**src/rtl/ysyx_22050039_mdu_pkg.sv**
```systemverilog
`default_nettype none
// ============================================================================
//  Module   : ysyx_22050039_mdu_pkg
//  Purpose  : Shared op codes, FSM state type and op decoder for the
//             iterative multiply/divide unit.
//  Revision : 1.0  initial release
// ============================================================================
package ysyx_22050039_mdu_pkg;

  // MDU op codes (4-bit encoding shared with the core decoder)
  localparam logic [3:0] c_OP_MUL    = 4'd0;
  localparam logic [3:0] c_OP_MULH   = 4'd1;
  localparam logic [3:0] c_OP_MULHSU = 4'd2;
  localparam logic [3:0] c_OP_MULHU  = 4'd3;
  localparam logic [3:0] c_OP_DIV    = 4'd4;
  localparam logic [3:0] c_OP_DIVU   = 4'd5;
  localparam logic [3:0] c_OP_REM    = 4'd6;
  localparam logic [3:0] c_OP_REMU   = 4'd7;
  localparam logic [3:0] c_OP_MULW   = 4'd8;
  localparam logic [3:0] c_OP_DIVW   = 4'd9;
  localparam logic [3:0] c_OP_DIVUW  = 4'd10;
  localparam logic [3:0] c_OP_REMW   = 4'd11;
  localparam logic [3:0] c_OP_REMUW  = 4'd12;

  typedef enum logic [1:0] {
    MDU_IDLE = 2'd0,
    MDU_CALC = 2'd1,
    MDU_DONE = 2'd2
  } mdu_state_e;

  // Decoded attributes of one MDU op
  typedef struct packed {
    logic known;   // legal op code
    logic is_mul;  // multiply class (else divide class)
    logic is_rem;  // divide class returns remainder
    logic mul_hi;  // multiply returns upper half
    logic sgn1;    // src1 is signed
    logic sgn2;    // src2 is signed
    logic word;    // 32-bit W variant
  } mdu_dec_t;

  // W encodings degrade to the full-width op of the same kind when W ops
  // are not supported, so they never produce undefined results.
  function automatic mdu_dec_t mdu_decode(input logic [3:0] op, input logic has_word);
    mdu_dec_t d;
    d       = '0;
    d.known = 1'b1;
    case (op)
      c_OP_MUL:    d.is_mul = 1'b1;
      c_OP_MULH:   begin d.is_mul = 1'b1; d.mul_hi = 1'b1; d.sgn1 = 1'b1; d.sgn2 = 1'b1; end
      c_OP_MULHSU: begin d.is_mul = 1'b1; d.mul_hi = 1'b1; d.sgn1 = 1'b1; end
      c_OP_MULHU:  begin d.is_mul = 1'b1; d.mul_hi = 1'b1; end
      c_OP_DIV:    begin d.sgn1 = 1'b1; d.sgn2 = 1'b1; end
      c_OP_DIVU:   d.known = 1'b1;
      c_OP_REM:    begin d.is_rem = 1'b1; d.sgn1 = 1'b1; d.sgn2 = 1'b1; end
      c_OP_REMU:   d.is_rem = 1'b1;
      c_OP_MULW:   begin d.is_mul = 1'b1; d.word = 1'b1; d.sgn1 = 1'b1; d.sgn2 = 1'b1; end
      c_OP_DIVW:   begin d.word = 1'b1; d.sgn1 = 1'b1; d.sgn2 = 1'b1; end
      c_OP_DIVUW:  d.word = 1'b1;
      c_OP_REMW:   begin d.word = 1'b1; d.is_rem = 1'b1; d.sgn1 = 1'b1; d.sgn2 = 1'b1; end
      c_OP_REMUW:  begin d.word = 1'b1; d.is_rem = 1'b1; end
      default:     d.known = 1'b0;
    endcase
    if (!has_word) d.word = 1'b0;
    return d;
  endfunction

endpackage
`default_nettype wire

```
**src/rtl/ysyx_22050039_div_iter.sv**
```systemverilog
`default_nettype none
// ============================================================================
//  Module   : ysyx_22050039_div_iter
//  Purpose  : One restoring-division step on unsigned magnitudes: shift the
//             next dividend bit into the partial remainder and subtract the
//             divisor when it fits.
//  Revision : 1.0  initial release
// ============================================================================
module ysyx_22050039_div_iter #(
  parameter int XLEN = 64
) (
  input  logic [XLEN-1:0] rem_i,
  input  logic            msb_i,
  input  logic [XLEN-1:0] divisor_i,
  output logic [XLEN-1:0] rem_o,
  output logic            q_bit_o
);

  logic [XLEN:0] w_shift;

  assign w_shift = {rem_i, msb_i};
  assign q_bit_o = (w_shift >= {1'b0, divisor_i});
  // The true remainder is always below the divisor, so XLEN bits suffice.
  assign rem_o   = w_shift[XLEN-1:0] - (q_bit_o ? divisor_i : {XLEN{1'b0}});

endmodule
`default_nettype wire

```
**src/rtl/ysyx_22050039_mdu.sv**
```systemverilog
`default_nettype none
// ============================================================================
//  Module   : ysyx_22050039_mdu
//  Purpose  : Iterative radix-2 RV64M multiply/divide unit with valid/ready
//             request and result handshakes. Divide-by-zero, signed overflow
//             and unknown ops complete on the accepting edge.
//  Revision : 1.0  initial release
// ============================================================================
module ysyx_22050039_mdu
  import ysyx_22050039_mdu_pkg::*;
#(
  parameter int XLEN     = 64,
  parameter int HAS_WORD = 1,
  parameter int OP_LEN   = 4
) (
  input  logic              clk,
  input  logic              rst,
  input  logic              flush_i,
  input  logic              in_valid_i,
  output logic              in_ready_o,
  input  logic [OP_LEN-1:0] op_i,
  input  logic [XLEN-1:0]   src1_i,
  input  logic [XLEN-1:0]   src2_i,
  output logic              out_valid_o,
  input  logic              out_ready_i,
  output logic [XLEN-1:0]   out_result_o
);

  localparam int unsigned   c_CNT_W    = $clog2(XLEN + 1);
  localparam logic [XLEN-1:0] c_MIN_FULL = {1'b1, {(XLEN-1){1'b0}}};

  mdu_state_e            state_q, state_d;
  logic [c_CNT_W-1:0]    cnt_q, cnt_d;
  logic [2*XLEN-1:0]     acc_q, acc_d;      // mul: {partial, multiplier}; div: {remainder, dividend/quotient}
  logic [XLEN-1:0]       opb_q, opb_d;      // multiplicand or divisor magnitude
  logic                  neg_q, neg_d;      // final result needs negation
  logic                  mul_q, mul_d;
  logic                  rem_q, rem_d;
  logic                  hi_q, hi_d;
  logic                  word_q, word_d;
  logic [XLEN-1:0]       result_q, result_d;

  mdu_dec_t              w_dec;
  logic [XLEN-1:0]       w_a_eff, w_b_eff, w_a_res, w_min_neg, w_div_load;
  logic [XLEN-1:0]       w_a_mag, w_b_mag, w_special;
  logic                  w_sa, w_sb, w_div_zero, w_ovf, w_neg;
  logic [XLEN:0]         w_sum;
  logic [2*XLEN-1:0]     w_acc_mul, w_acc_div, w_acc_step, w_prod_s;
  logic [XLEN-1:0]       w_div_rem, w_dr, w_dr_s, w_fin_full, w_fin_word, w_fin;
  logic                  w_div_q;

  // Op codes wider than the 4-bit encoding are unknown unless upper bits are zero
  assign w_dec = ((op_i >> 4) == '0) ? mdu_decode(op_i[3:0], HAS_WORD != 0) : '0;

  // ---------------------------------------------------------------- operands
  assign w_sa    = w_dec.sgn1 & w_a_eff[XLEN-1];
  assign w_sb    = w_dec.sgn2 & w_b_eff[XLEN-1];
  assign w_a_mag = w_sa ? -w_a_eff : w_a_eff;
  assign w_b_mag = w_sb ? -w_b_eff : w_b_eff;

  assign w_div_zero = ~w_dec.is_mul & (w_b_eff == '0);
  assign w_ovf      = ~w_dec.is_mul & w_dec.sgn1 & w_dec.sgn2 &
                      (w_a_eff == w_min_neg) & (&w_b_eff);
  // Remainder follows the dividend sign; product and quotient the sign xor
  assign w_neg      = (w_dec.is_rem & ~w_dec.is_mul) ? w_sa : (w_sa ^ w_sb);

  assign w_special  = w_div_zero ? (w_dec.is_rem ? w_a_res : {XLEN{1'b1}})
                                 : (w_dec.is_rem ? {XLEN{1'b0}} : w_a_res);

  // ---------------------------------------------------------- iteration step
  assign w_sum     = {1'b0, acc_q[2*XLEN-1:XLEN]} + (acc_q[0] ? {1'b0, opb_q} : {(XLEN+1){1'b0}});
  assign w_acc_mul = {w_sum, acc_q[XLEN-1:1]};

  ysyx_22050039_div_iter #(.XLEN(XLEN)) u_div_iter (
    .rem_i     (acc_q[2*XLEN-1:XLEN]),
    .msb_i     (acc_q[XLEN-1]),
    .divisor_i (opb_q),
    .rem_o     (w_div_rem),
    .q_bit_o   (w_div_q)
  );

  assign w_acc_div  = {w_div_rem, acc_q[XLEN-2:0], w_div_q};
  assign w_acc_step = mul_q ? w_acc_mul : w_acc_div;

  // ------------------------------------------------------------ final result
  assign w_prod_s   = neg_q ? -w_acc_step : w_acc_step;
  assign w_dr       = rem_q ? w_acc_step[2*XLEN-1:XLEN] : w_acc_step[XLEN-1:0];
  assign w_dr_s     = neg_q ? -w_dr : w_dr;
  assign w_fin_full = mul_q ? (hi_q ? w_prod_s[2*XLEN-1:XLEN] : w_prod_s[XLEN-1:0]) : w_dr_s;
  assign w_fin      = word_q ? w_fin_word : w_fin_full;

  generate
    if (HAS_WORD != 0) begin : g_word_ops
      localparam int unsigned c_EXT = XLEN - 32;
      logic [31:0] w_pw, w_pw_s;

      assign w_a_eff    = w_dec.word ? {{c_EXT{w_dec.sgn1 & src1_i[31]}}, src1_i[31:0]} : src1_i;
      assign w_b_eff    = w_dec.word ? {{c_EXT{w_dec.sgn2 & src2_i[31]}}, src2_i[31:0]} : src2_i;
      assign w_a_res    = w_dec.word ? {{c_EXT{src1_i[31]}}, src1_i[31:0]} : src1_i;
      assign w_min_neg  = w_dec.word ? {{(c_EXT+1){1'b1}}, 31'd0} : c_MIN_FULL;
      // A 32-step divide consumes the dividend from bit XLEN-1 downwards
      assign w_div_load = w_dec.word ? (w_a_mag << 32) : w_a_mag;

      // After 32 shift-add steps the product sits at acc[XLEN+31:XLEN-32]
      assign w_pw       = w_acc_step[XLEN-1:XLEN-32];
      assign w_pw_s     = neg_q ? -w_pw : w_pw;
      assign w_fin_word = mul_q ? {{c_EXT{w_pw_s[31]}}, w_pw_s}
                                : {{c_EXT{w_dr_s[31]}}, w_dr_s[31:0]};
    end else begin : g_full_only
      assign w_a_eff    = src1_i;
      assign w_b_eff    = src2_i;
      assign w_a_res    = src1_i;
      assign w_min_neg  = c_MIN_FULL;
      assign w_div_load = w_a_mag;
      assign w_fin_word = w_fin_full;
    end
  endgenerate

  // Next-state and datapath update for accept / iterate / handshake / flush
  always_comb begin
    state_d  = state_q;
    cnt_d    = cnt_q;
    acc_d    = acc_q;
    opb_d    = opb_q;
    neg_d    = neg_q;
    mul_d    = mul_q;
    rem_d    = rem_q;
    hi_d     = hi_q;
    word_d   = word_q;
    result_d = result_q;
    case (state_q)
      MDU_IDLE: begin
        if (in_valid_i) begin
          mul_d  = w_dec.is_mul;
          rem_d  = w_dec.is_rem;
          hi_d   = w_dec.mul_hi;
          word_d = w_dec.word;
          neg_d  = w_neg;
          if (!w_dec.known) begin
            result_d = '0;
            cnt_d    = '0;
            state_d  = MDU_DONE;
          end else if (w_div_zero || w_ovf) begin
            result_d = w_special;
            cnt_d    = '0;
            state_d  = MDU_DONE;
          end else begin
            cnt_d   = w_dec.word ? c_CNT_W'(32) : c_CNT_W'(XLEN);
            acc_d   = w_dec.is_mul ? {{XLEN{1'b0}}, w_b_mag} : {{XLEN{1'b0}}, w_div_load};
            opb_d   = w_dec.is_mul ? w_a_mag : w_b_mag;
            state_d = MDU_CALC;
          end
        end
      end
      MDU_CALC: begin
        acc_d = w_acc_step;
        cnt_d = cnt_q - c_CNT_W'(1);
        if (cnt_q == c_CNT_W'(1)) begin
          result_d = w_fin;
          state_d  = MDU_DONE;
        end
      end
      MDU_DONE: begin
        if (out_ready_i) state_d = MDU_IDLE;
      end
      default: state_d = MDU_IDLE;
    endcase
    // A redirect discards whatever was in flight, including a finishing result
    if (flush_i) begin
      state_d  = MDU_IDLE;
      cnt_d    = '0;
      result_d = result_q;
    end
  end

  // State and datapath registers
  always_ff @(posedge clk) begin
    if (rst) begin
      state_q  <= MDU_IDLE;
      cnt_q    <= '0;
      acc_q    <= '0;
      opb_q    <= '0;
      neg_q    <= 1'b0;
      mul_q    <= 1'b0;
      rem_q    <= 1'b0;
      hi_q     <= 1'b0;
      word_q   <= 1'b0;
      result_q <= '0;
    end else begin
      state_q  <= state_d;
      cnt_q    <= cnt_d;
      acc_q    <= acc_d;
      opb_q    <= opb_d;
      neg_q    <= neg_d;
      mul_q    <= mul_d;
      rem_q    <= rem_d;
      hi_q     <= hi_d;
      word_q   <= word_d;
      result_q <= result_d;
    end
  end

  assign in_ready_o   = (state_q == MDU_IDLE);
  assign out_valid_o  = (state_q == MDU_DONE);
  assign out_result_o = result_q;

endmodule
`default_nettype wire
```
**config.mk**
```make
export PLATFORM = sky130hd
export DESIGN_NAME = ysyx_22050039_mdu
export DESIGN_NICKNAME = d
export VERILOG_FILES = /design/src/rtl/ysyx_22050039_mdu_pkg.sv /design/src/rtl/ysyx_22050039_div_iter.sv /design/src/rtl/ysyx_22050039_mdu.sv
export SDC_FILE = /design/constraint.sdc
export NUM_CORES = 2
export LEC_CHECK = 0
export BUFFER_PORTS_ARGS = -buffer_cell sky130_fd_sc_hd__clkbuf_2
export CORE_MARGIN = 2
export CORE_UTILIZATION = 35
export DETAILED_ROUTE_END_ITERATION = 16
export GPL_ROUTABILITY_DRIVEN = 1
export HOLD_SLACK_MARGIN = 0.06
export PLACE_DENSITY = 0.58
export SLEW_MARGIN = 5
export SYNTH_ARGS = -nofsm -noshare
export SYNTH_HDL_FRONTEND = slang
export SYNTH_SLANG_ARGS = --single-unit
export TNS_END_PERCENT = 10
```
**constraint.sdc**
```tcl
create_clock -name clk -period 7.92 [get_ports clk]
set_clock_uncertainty 0.15 [all_clocks]
set_input_delay 0.792 -clock clk [delete_from_list [all_inputs] [get_ports clk]]
set_output_delay 0.792 -clock clk [all_outputs]
set_load 0.02 [all_outputs]
```
==> impl_metrics.ini <==
[setup_path]
reg2reg_setup_slack_ns = 0.20
cpMostUsedCell = buf_4
rr_startpoint = opb_q[29]
required_ns = 8.30
worstSetupPathType = register to register
cpPeakStageDelay_ns = 0.48
worstSetupStartpointType = register
worst_ep_arrival_time_ns = 8.11
r2r_cells = 36
crit_slowest_cell = nor4b_2
worstPathMaxFanout = 6
endpoint_kind = register
timing.rr.end = out_result_o[56]

[final_layout]
drive_gt1_share_pct = 20.8
final_nets = 6959
area_growth_pct = 25.0

[floorplan]
core_um2 = 111000
io_pins = 203
dieHeight_um = 338
start_util_pct = 35.3
fp.dieW_um = 338
design.die.area_um2 = 114000
row_count = 122

[cts]
clk_latency_ns = 0.62
cts.sinks = 270
cts_hold_buffers = 0
clkTransAtPathRegs_ns = 0.06
cts_buffer_depth = 3
cts-root-buf = clkbuf_16
numCtsBuffers = 39
htreeDepth = 2
cts_tree = done

[route]
routed-wl-met3_mm = 27.6
firstDrtPassIters = 9
drcViolationCount = 0
wl_met2_mm = 97.5
drtIter0Drc = 7861
wl_per_cell_um = 29.5
routed_wirelength_mm = 240
maxUsedRoutingLayer = met5
ant_nets = 0
drt-met1-wl_mm = 98.0
viasPerCell = 6.40
vias = 52100

[outcome]
outcome = complete, but fails checks
violations = max-capacitance violations, max-slew violations

[logic_synthesis]
yosysSeqAreaShare_pct = 13.9
yosys.cell_types.count = 109
synth_edf_count = 0
synth_top_area_share_pct = 13.9
ys.flop_type = dfxtp_1
synth_nets = 6243
async_flop_share_pct = 0
synthCells = 5905
synth.largest_area_cell = dfxtp_1
syn_area_per_cell_um2 = 6.60
synth-seq-cells = 270
synth_commonest_cells = 716 x nor2_1, 655 x a21oi_1, 621 x nand2_1, 449 x o21ai_0, 319 x clkbuf_1
yosysMostFrequentCell = nor2_1
synth_area_leaders = dfxtp_1 14%, a21oi_1 8.4%, nor2_1 6.9%
ys.warnings.count = 0
synth_area_um2 = 39000

[min_path]
min_to = out_result_o[23]
hp-class = register to register
hold_depth = 2
hold_path_startpoint = out_result_o[23]

[placed_design]
dp.final_hpwl_mm = 194
port_buffers = 202
pre_cts_ws_ns = -0.184
routabilityCongestion = 1.09

[timing]
rsz0062_at_grt = yes
relSlewSlack_pct = -10.5
period_share_pct = 97.5
tightest_slew_ns = 1.65
finalHoldViolations = 0
slew_violations = 11
setup_viol = 0
fin_ws_ns = 0.195
tns_ns = 0
fin_crit_ns = 7.72
fmax_mhz = 129

[global_routing]
first_global_vias = 47600
antenna_found_initial = 14
track_usage_pct = 40.5
grt_pass1_wl_mm = 339
grt_max_degree = 121
grt-ovfl-total = 0

[flow_run]
max-cap-violations = 5
-- worst max-delay path by stage --
stage / from / to / slack, ns / cells past startpoint
after detailed placement: acc_q[113] / out_result_o[62] / -0.18 / 30
after CTS: opb_q[52] / out_result_o[62] / 0.12 / 32
after floorplan: opb_q[11] / out_result_o[57] / 1.15 / 27
after global placement: opb_q[50] / out_result_o[61] / -0.20 / 29
final: opb_q[29] / out_result_o[56] / 0.20 / 36
after global routing: opb_q[39] / out_result_o[56] / -0.1 / 36
-- state kept, by name, indices dropped and copies added, names as in the netlist --
| name | cells |
|---|---|
| acc_q | 128 |
| cnt_q | 7 |
| hi_q | 1 |
| mul_q | 1 |
| neg_q | 1 |
| opb_q | 64 |
| out_result_o | 64 |
| rem_q | 1 |
| state_q | 2 |
| word_q | 1 |
-- metal layers --
layer	vias to the layer above	GRT usage, %
met5	-	0
met4	16	23.2
met3	654	9.62
met2	3389	58.8
met1	24800	54.4
li1	23300	-
-- cells in the final DEF, fill, tap and decap left out, types with 69 or more instances in the layout --
cell	count
buf_4	880
nor2_1	709
a21oi_1	652
nand2_1	620
o21ai_0	444
dfxtp_1	264
clkbuf_2	201
ha_1	199
nor3_1	196
xnor2_1	172
inv_1	147
xor2_1	143
nand3_1	134
a211oi_1	125
nand4_1	112
and2_1	97
mux2i_1	95
o211ai_1	76
o31ai_1	69
-- worst max-delay path: cells and delay by family, from the launching register on --
kind / cells / cell delay (ns)
multiplexers: 1 / 0.24
adder cells (fa/ha/maj): 3 / 0.76
AO/OA/AOI/OAI: 12 / 2.16
XOR/XNOR: 1 / 0.24
flip-flops: 1 / 0.38
buffers and inverters: 11 / 1.56
AND/OR/NAND/NOR: 8 / 2.13
-- metrics by stage --
step / utilization (%) / hold slack, ns / area [µm²] / cells
floorplan: - / 0.298 / 39000 / 5905
global placement: 42.6 / 0.301 / 47100 / 8062
detailed placement: 42.6 / 0.304 / 47100 / 8062
CTS: 43.9 / 0.304 / 48500 / 8137
global route: 44.1 / 0.324 / 48700 / 8139
finish: 44.1 / 0.308 / 48700 / 8144
-- layout make-up --
class	instances	area [µm²]
well taps	1488	1860
fillers	11900	61800
flip-flops and latches	270	5420
clock buffers	57	1140
clock inverters	14	213
multi-input cells	5066	31600
inverters	150	564
repair buffers	1094	7870
diodes	5	12.5
-- logic make-up (layout without fill, tap and decap cells) --
logic type               after synthesis  in the layout  share of synthesized area [%]
flip-flops                           270            270                           13.9
AO/OA/AOI/OAI                       2042           2042                           33.3
AND/OR/NAND/NOR                     2331           2331                           28.7
other                                  0              5                              0
XOR/XNOR                             315            315                           7.08
multiplexers                         146            146                           3.99
buffers and inverters                569           1315                           5.74
adder cells (fa/ha/maj)              232            232                           7.29
-- repair_timing --
item,in CTS,in global routing
buffers inserted,4,2
resized for setup,4,36
pin swaps,1,5
hold endpoints to repair,0,0
endpoints found under the setup margin,27,41
gates cloned,0,0
Power is left out: the tool's default activity adds up to more than one toggle a clock period on the data nets, which glitch-free logic cannot reach.
